<file path="config.mk">
export PLATFORM = sky130hd
export DESIGN_NAME = dma_priority_resolver
export DESIGN_NICKNAME = d
export VERILOG_FILES = /design/src/rtl/dma_pkg.sv /design/src/rtl/dma_rr_arbiter.sv /design/src/rtl/dma_priority_resolver.sv
export SDC_FILE = /design/constraint.sdc
export NUM_CORES = 1
export LEC_CHECK = 0
export CORE_UTILIZATION = 65
export CTS_BUF_LIST = sky130_fd_sc_hd__clkbuf_4
export DETAILED_ROUTE_END_ITERATION = 8
export DONT_BUFFER_PORTS = 1
export GPL_ROUTABILITY_DRIVEN = 0
export PLACE_DENSITY_LB_ADDON = 0.05
export SLEW_MARGIN = 20
export SYNTH_ARGS = -nofsm -noshare
export SYNTH_HDL_FRONTEND = slang
export SYNTH_SLANG_ARGS = --single-unit
</file>
<file path="constraint.sdc">
create_clock -name CLK -period 2.3 [get_ports CLK]
set_input_delay 0.23 -clock CLK [delete_from_list [all_inputs] [get_ports CLK]]
set_output_delay 0.23 -clock CLK [all_outputs]
set_load 0.02 [all_outputs]
</file>
<file path="src/rtl/dma_pkg.sv">
// Shared types and constants for the DMA request-side front end.
package dma_pkg;

  localparam int unsigned NUM_CH = 4;
  localparam int unsigned CH_W   = 2;

  // Bit positions within the 8-bit command register.
  localparam int unsigned CMD_DISABLE   = 2;
  localparam int unsigned CMD_ROTATE    = 4;
  localparam int unsigned CMD_DREQ_LOW  = 6;
  localparam int unsigned CMD_DACK_HIGH = 7;

  typedef enum logic [1:0] {
    IDLE    = 2'd0,
    GRANT   = 2'd1,
    SERVICE = 2'd2,
    DONE    = 2'd3
  } state_e;

  function automatic logic [NUM_CH-1:0] onehot4(input logic [CH_W-1:0] idx);
    onehot4 = NUM_CH'(1) << idx;
  endfunction

endpackage

</file>
<file path="src/rtl/dma_rr_arbiter.sv">
// Combinational channel arbiter: fixed (ch0 highest) or rotating from a pointer.
module dma_rr_arbiter
  import dma_pkg::*;
(
  input  logic [NUM_CH-1:0] act,
  input  logic [CH_W-1:0]   pointer,
  input  logic              rotating,
  output logic [CH_W-1:0]   winner,
  output logic              any
);

  logic [CH_W-1:0] base;
  logic [CH_W-1:0] idx;

  // Scan from the lowest priority upward so the highest-priority hit wins last.
  always_comb begin
    base   = rotating ? pointer : '0;
    idx    = '0;
    winner = '0;
    for (int i = NUM_CH - 1; i >= 0; i--) begin
      idx = base + CH_W'(i);
      if (act[idx]) winner = idx;
    end
    any = |act;
  end

endmodule

</file>
<file path="src/rtl/dma_priority_resolver.sv">
// DREQ synchronisation, request merging, arbitration and DACK generation
// feeding the DMA timing-control FSM.
module dma_priority_resolver
  import dma_pkg::*;
#(
  parameter int unsigned SYNC_STAGES = 2
) (
  input  logic              CLK,
  input  logic              RESET_N,
  input  logic [NUM_CH-1:0] DREQ,
  output logic [NUM_CH-1:0] DACK,
  input  logic [NUM_CH-1:0] mask,
  input  logic [NUM_CH-1:0] sw_req,
  input  logic              cmd_disable,
  input  logic              cmd_rotating,
  input  logic              cmd_dreq_low,
  input  logic              cmd_dack_high,
  input  logic              valid_dack,
  input  logic              hlda,
  input  logic              svc_end,
  output logic [NUM_CH-1:0] valid_dreq,
  output logic [CH_W-1:0]   sel_ch,
  output logic [NUM_CH-1:0] sw_req_clr,
  output logic [NUM_CH-1:0] status_req
);

  logic [NUM_CH-1:0] sync_q [SYNC_STAGES];
  logic [NUM_CH-1:0] dreq_sync;
  logic [NUM_CH-1:0] act;

  state_e            state_q, state_n;
  logic [CH_W-1:0]   sel_q, sel_n;
  logic [CH_W-1:0]   ptr_q, ptr_n;
  logic [NUM_CH-1:0] vdreq_q, vdreq_n;
  logic [NUM_CH-1:0] dack_q, dack_n;
  logic [NUM_CH-1:0] clr_q, clr_n;
  logic [NUM_CH-1:0] status_q;

  logic [CH_W-1:0]   winner;
  logic              any;

  // Metastability synchroniser; deliberately left without reset.
  always_ff @(posedge CLK) begin
    sync_q[0] <= DREQ;
    for (int unsigned i = 1; i < SYNC_STAGES; i++) begin
      sync_q[i] <= sync_q[i-1];
    end
  end

  assign dreq_sync = sync_q[SYNC_STAGES-1];
  assign act       = ((dreq_sync ^ {NUM_CH{cmd_dreq_low}}) & ~mask) | sw_req;

  dma_rr_arbiter u_arb (
    .act      (act),
    .pointer  (ptr_q),
    .rotating (cmd_rotating),
    .winner   (winner),
    .any      (any)
  );

  always_ff @(posedge CLK or negedge RESET_N) begin
    if (!RESET_N) begin
      state_q  <= IDLE;
      sel_q    <= '0;
      ptr_q    <= '0;
      vdreq_q  <= '0;
      dack_q   <= '0;
      clr_q    <= '0;
      status_q <= '0;
    end else begin
      state_q  <= state_n;
      sel_q    <= sel_n;
      ptr_q    <= ptr_n;
      vdreq_q  <= vdreq_n;
      dack_q   <= dack_n;
      clr_q    <= clr_n;
      status_q <= act;
    end
  end

  // Next-state and next-output logic; sw_req_clr is staged so it is high during DONE.
  always_comb begin
    state_n = state_q;
    sel_n   = sel_q;
    ptr_n   = ptr_q;
    vdreq_n = vdreq_q;
    dack_n  = dack_q;
    clr_n   = '0;
    unique case (state_q)
      IDLE: begin
        vdreq_n = '0;
        if (any && !cmd_disable) begin
          sel_n   = winner;
          vdreq_n = onehot4(winner);
          state_n = GRANT;
        end
      end
      GRANT: begin
        if (cmd_disable || !act[sel_q]) begin
          vdreq_n = '0;
          state_n = IDLE;
        end else if (valid_dack) begin
          dack_n  = onehot4(sel_q);
          state_n = SERVICE;
        end
      end
      SERVICE: begin
        if (svc_end || !hlda) begin
          dack_n  = '0;
          vdreq_n = '0;
          clr_n   = sw_req[sel_q] ? onehot4(sel_q) : '0;
          state_n = DONE;
        end
      end
      DONE: begin
        if (cmd_rotating) ptr_n = sel_q + 2'd1;
        state_n = IDLE;
      end
      default: state_n = IDLE;
    endcase
  end

  assign DACK       = cmd_dack_high ? dack_q : ~dack_q;
  assign valid_dreq = vdreq_q;
  assign sel_ch     = sel_q;
  assign sw_req_clr = clr_q;
  assign status_req = status_q;

endmodule
</file>
[Word-level counts from Yosys, hierarchy flattened]
Memories as Yosys holds them, arrays and structs flattened.
Cells that the tools add are included.
Operators by class
  $add $sub $neg: 4
  eq/ne operators: 9
  $mul: 0
  divide/modulo/power cells: 0
  bitwise operators: 5
  reductions and logical operators: 15
  muxes and demuxes: 33
  order comparisons: 5
  shift-type cells: 2
Operator list (number)
  two-way mux 4 bit: 9
  two-way mux 2 bit: 9
  less-than comparator 2 x 3 -> 1 bit, second input constant: 5
  binary-select mux 1 bit (select 2 bit): 6
  one-hot mux 4 bit (3 select lines): 1
  inequality test 2 bit, second input constant: 5
  NOT 4 bit: 2
  one-hot mux 2 bit (4 select lines): 1
  one-hot mux 4 bit (2 select lines): 1
  << shifter 1 x 2 -> 4 bit, first input constant: 2
  two-way mux 1 bit: 6
  AND reduction 3 bit: 2
  adder 2 x 1 -> 2 bit, second input constant: 2
  adder 2 bit, second input constant: 2
  AND 4 bit: 1
  == test 2 bit, second input constant: 2
  OR 4 bit: 1
  AND reduction 2 bit: 2
  AND reduction 4 bit: 1
  OR reduction 4 bit: 1
  bitwise XOR 4 bit: 1
  logical NOT 1 bit: 3
  inequality test 3 bit, second input constant: 1
  nonzero test 3 bit: 1
  other kinds (5): 6
Storage, ports and cells
  latch bits: 0
  ROM bits: 0
  bits in writable memories: 8
  memories kept: 1
  bits in registers: 22
  input bits: 21
Memory list
  sync_q: words 2, width 4, read ports 2, clocked after Yosys merged registers in 0, write ports 2, line dma_priority_resolver.sv:27  | logic [NUM_CH-1:0] sync_q [SYNC_STAGES];

[Depth between registers and ports, before layout]
  depth in word-level cells: 12
  mapped depth: 8
  depth with buffers taken out: 8

[Hierarchy]
Synthesis repeated with hierarchy kept, for this count alone.
Unflattened totals
  cells, all modules: 141
  area total of the unflattened synthesis: 1594.0 µm²
Modules (own cells, without submodules)
  dma_priority_resolver: area each 1437.6 µm², cells each 115, instances 1, sequential area each 710.7 µm²
  dma_rr_arbiter: area each 156.4 µm², cells each 26, instances 1, sequential area each 0.0 µm²

[Least setup slack after synthesis]
No wires, ideal clock.
  path type: flip-flop to flip-flop
  start: reg sel_q[0], in the netlist sel_ch[0]
  end: reg vdreq_q[0], in the netlist valid_dreq[0]
  buffers on the path: 0
  data required time: 2.232 ns
  slack: 0.200 ns
  arrival: 2.033 ns
  library setup time: 0.068 ns
  cell stages (with the launch flop): 7
  cell sequence: dfrtp_1 > inv_1 > a211o_1 > a32o_1 > or3_4 > nor3b_4 > a32o_1
On the way
  word-level cells in the longest chain between the ends: 6
RTL lines
  start: declaration: line dma_priority_resolver.sv:32  | logic [CH_W-1:0] sel_q, sel_n;
  start signal: assignment: line dma_priority_resolver.sv:72  | sel_q <= sel_n;
  binary-select mux 1 bit (select 2 bit): line dma_priority_resolver.sv:99  | if (cmd_disable || !act[sel_q]) begin
  two-way mux 1 bit (not written as such): line dma_priority_resolver.sv:99
  logical NOT 1 bit: line dma_priority_resolver.sv:99
  logical OR 1 bit: line dma_priority_resolver.sv:99
  inequality test 2 bit (no line)
  AND reduction 3 bit (no line)
  end signal: assignment: line dma_priority_resolver.sv:74  | vdreq_q <= vdreq_n;
  end: declaration: line dma_priority_resolver.sv:34  | logic [NUM_CH-1:0] vdreq_q, vdreq_n;
Every way passes these cells. The select of a mux whose other input is x is not followed.
A chain may end at the register's enable or synchronous reset.

==> flow_summary.toml <==
[status]
status = "finished, final reports clean"

[layout]
layout-drive-gt1-share_pct = 9.93
nNetsFinal = 181
antenna_cells = 0
area_growth_syn_to_layout_pct = 10.0

[route]
dr.first_iter.drc_count = 23
viasPerCell = 6.03
wl_per_cell_um = 16.4
route.vias.total = 1079
drc = 0
drt_first_pass_iters = 4
ant_nets = 0
wl_mm = 2.93

[critical_path]
cp_top_family = "simple AND/OR/NAND/NOR gates"
critPathRequiredTime_ps = 2570
r2r_slack_ps = 160
crit_arrival_ps = 2410
startpoint_type = "register"
crit_type = "register to register"
r2r_end = "valid_dreq[2]"
cp_max_fo = 5
slowest_delay_ps = 430
crit_path_frequent_cell = "a32o_1"
worst_path_max_delay_cell = "dfrtp_1"
critPathCaptureType = "register"
cp_cell_sequence = "inv_1 -> ha_1 -> nand3b_1 -> a211oi_1 -> a32o_1 -> or3_4 -> nor3b_4 -> a32o_1"
reg2reg_depth = 8
crit_buf_inv = 1

[synthesis]
netlist_instances = 137
synthMuxAreaShare_pct = 5.55
ys_seq_area_share_pct = 47.1
yosys.area.top_type = "dfrtp_1"
async_reset_ff_share_pct = 73.3
synth.distinct_cells = 41
synth_top_family_by_area = "compound AO/OA/AOI/OAI gates"
synth_xor_area_share_pct = 5.22
synth_most_common_cell = "dfrtp_1"
synth_top_area_share_pct = 36.5
synth_edf_count = 0
syn_area_um2 = 1510
yosys.area_share.simple_pct = 10.8
ys_ff_latch = 30
syn_nets = 168
synthAdderAreaFrac_pct = 8.29
yosys_warnings = 0
syn_avg_cell_area_um2 = 11.0
synth_compound_area_share_pct = 18.9
yosys-top-cells-count = "dfrtp_1 (22), inv_1 (15), ha_1 (10)"
synth_area_leaders = "dfrtp_1 (36%), dfxtp_1 (11%), ha_1 (8.3%), inv_1 (3.7%), xnor2_1 (3.5%)"
synth_flop_cell = "dfrtp_1"

[timing]
fmax_ghz = 0.468
period_needed_ps = 2140
finalSetupViolations = 0
rsz0062_at_grt = "false"
fin_skew_ps = 2.88
whs_ps = 81.0
slew_violations = 0
fin_tns_setup_ps = 0
slew-limit-headroom_pct = 66.4
final_hold_viol_count = 0
worst_slew_pin_slew_ps = 504
fin_crit_sh_pct = 93.0

[floorplanning]
die_h_um = 50.2
fp.dieW_um = 50.2
design.core.area_um2 = 2190
ios = 39
fp-row-count = 17
dieArea_um2 = 2520
initial_utilization_pct = 68.9

[grt]
grt_util_met3_pct = 10.3
grt_use_met2_pct = 44.4
antenna_found_initial = 0
grt_util_met1_pct = 30.6
grt_util_all_layers_pct = 26.3
grt_start_max_net_pins = 23
overflow = 0
top_usage_layer = "met2"
grt_pass1_wl_mm = 4.74
grt_pass1_vias = 1030

[clock_tree]
clkTransAtPathRegs_ps = 90
cts_resized = 0
clock_latency_ps = 330
cts_setup_buffers = 0
cts_hold_buf = 5
clock_sinks = 30
h-tree-depth = 2
numCtsBuffers = 5
clock_path_buffers = 2
cts_tree = "yes"
ctsRootBufferMaster = "clkbuf_4"

[power]
powerDensity_nw_per_um2 = 1140
p_leak_nw = 0.777
vdd_drop_max_mv = 0.887
p_total_mw = 1.90

[hold_path]
min_delay_worst_endpoint = "status_req[1]"
min_path_type = "primary input to register"
min_path_cells = 2
min-delay-start = "sw_req[1]"

[placement]
io_buffers = 0
hpwl_mm = 2.18

[run]
maxCapViolations = 0
[sequential cells by signal (all words and copies together) (netlist names), named ones only]
name / cells
state_q: 1
sw_req_clr: 4
sync_q: 8
valid_dreq: 4
ptr_q: 2
sel_ch: 2
dack_q: 4
status_req: 4
[cell families (layout without fill, tap and decap cells)]
logic type / Yosys count / count (layout)
compound gates: 36 / 36
flops: 30 / 30
simple gates: 28 / 28
buf+inv: 17 / 31
fa+ha+maj: 10 / 10
xor+xnor: 9 / 9
mux: 7 / 7
[metal layers]
layer | wire length (um) | share of wire, %
met1 | 1210 | 41
met2 | 1480 | 50
met3 | 221 | 7.5
met4 | 25 | 0.85
met5 | 0 | 0
[worst register-to-register path, delay by kind of cell, from the launching register on]
kind                       cells  cell delay (ps)
adders and majority gates      1              220
AOI/OAI and AO/OA              3              530
DFF                            1              430
buffers and inverters          1              110
and+or+nand+nor                3              790
[report_power, final]
group          leakage (nW)  total [mW]  internal (mW)  switching (mW)
Sequential            0.342       0.804          0.645           0.160
Clock                0.0286       0.297          0.113           0.184
Combinational         0.406       0.795          0.348           0.447
Total                 0.777        1.90           1.11           0.790
[cell usage in the layout, fill, tap and decap left out, types with 2 or more instances in the layout]
master	synthesis	final
nand2_1	8	8
and3_1	2	2
clkbuf_4	0	5
nor3b_1	2	2
a21oi_1	4	4
xor2_1	3	3
dfrtp_1	22	22
buf_4	0	2
o21ai_0	4	4
a21o_1	2	2
dfxtp_1	8	8
xnor2_1	6	6
ha_1	10	10
a32o_1	5	5
nor3_1	2	2
nor2_1	4	4
mux2i_1	5	5
o2bb2ai_1	4	4
a211o_1	3	3
and2_1	4	4
o22ai_1	2	2
inv_1	15	15
dlygate4sd3_1	0	5
[worst max-delay path by stage]
stage	endpoint	slack [ps]	cells after the start	start
CTS	valid_dreq[2]	170	8	register
global placement	valid_dreq[0]	250	8	register
finish	valid_dreq[2]	160	8	register
floorplan	valid_dreq[0]	200	6	sel_ch[0]
detailed placement	valid_dreq[2]	180	8	register
global route	valid_dreq[2]	10	8	register
[final cells by class]
class	count	area, um2
clock buffers	5	37.5
clock inverters	3	16.3
fillers	154	529
inverters	15	56.3
multi-input cells	90	736
flip-flops and latches	30	711
well taps	28	35.0
repair buffers	8	70.1
[per-stage QoR]
step | cells | instance area (um2) | worst slack (ps) | util, %
5_1_grt | 179 | 1660 | 9.84 | 75.8
6_report | 179 | 1660 | 161 | 75.8
3_3_place_gp | 165 | 1550 | 254 | 70.9
4_1_cts | 178 | 1660 | 166 | 75.6
3_5_place_dp | 165 | 1550 | 177 | 70.9
2_1_floorplan | 137 | 1510 | 200 | -
No activity file was read; power rests on OpenSTA's default activity.
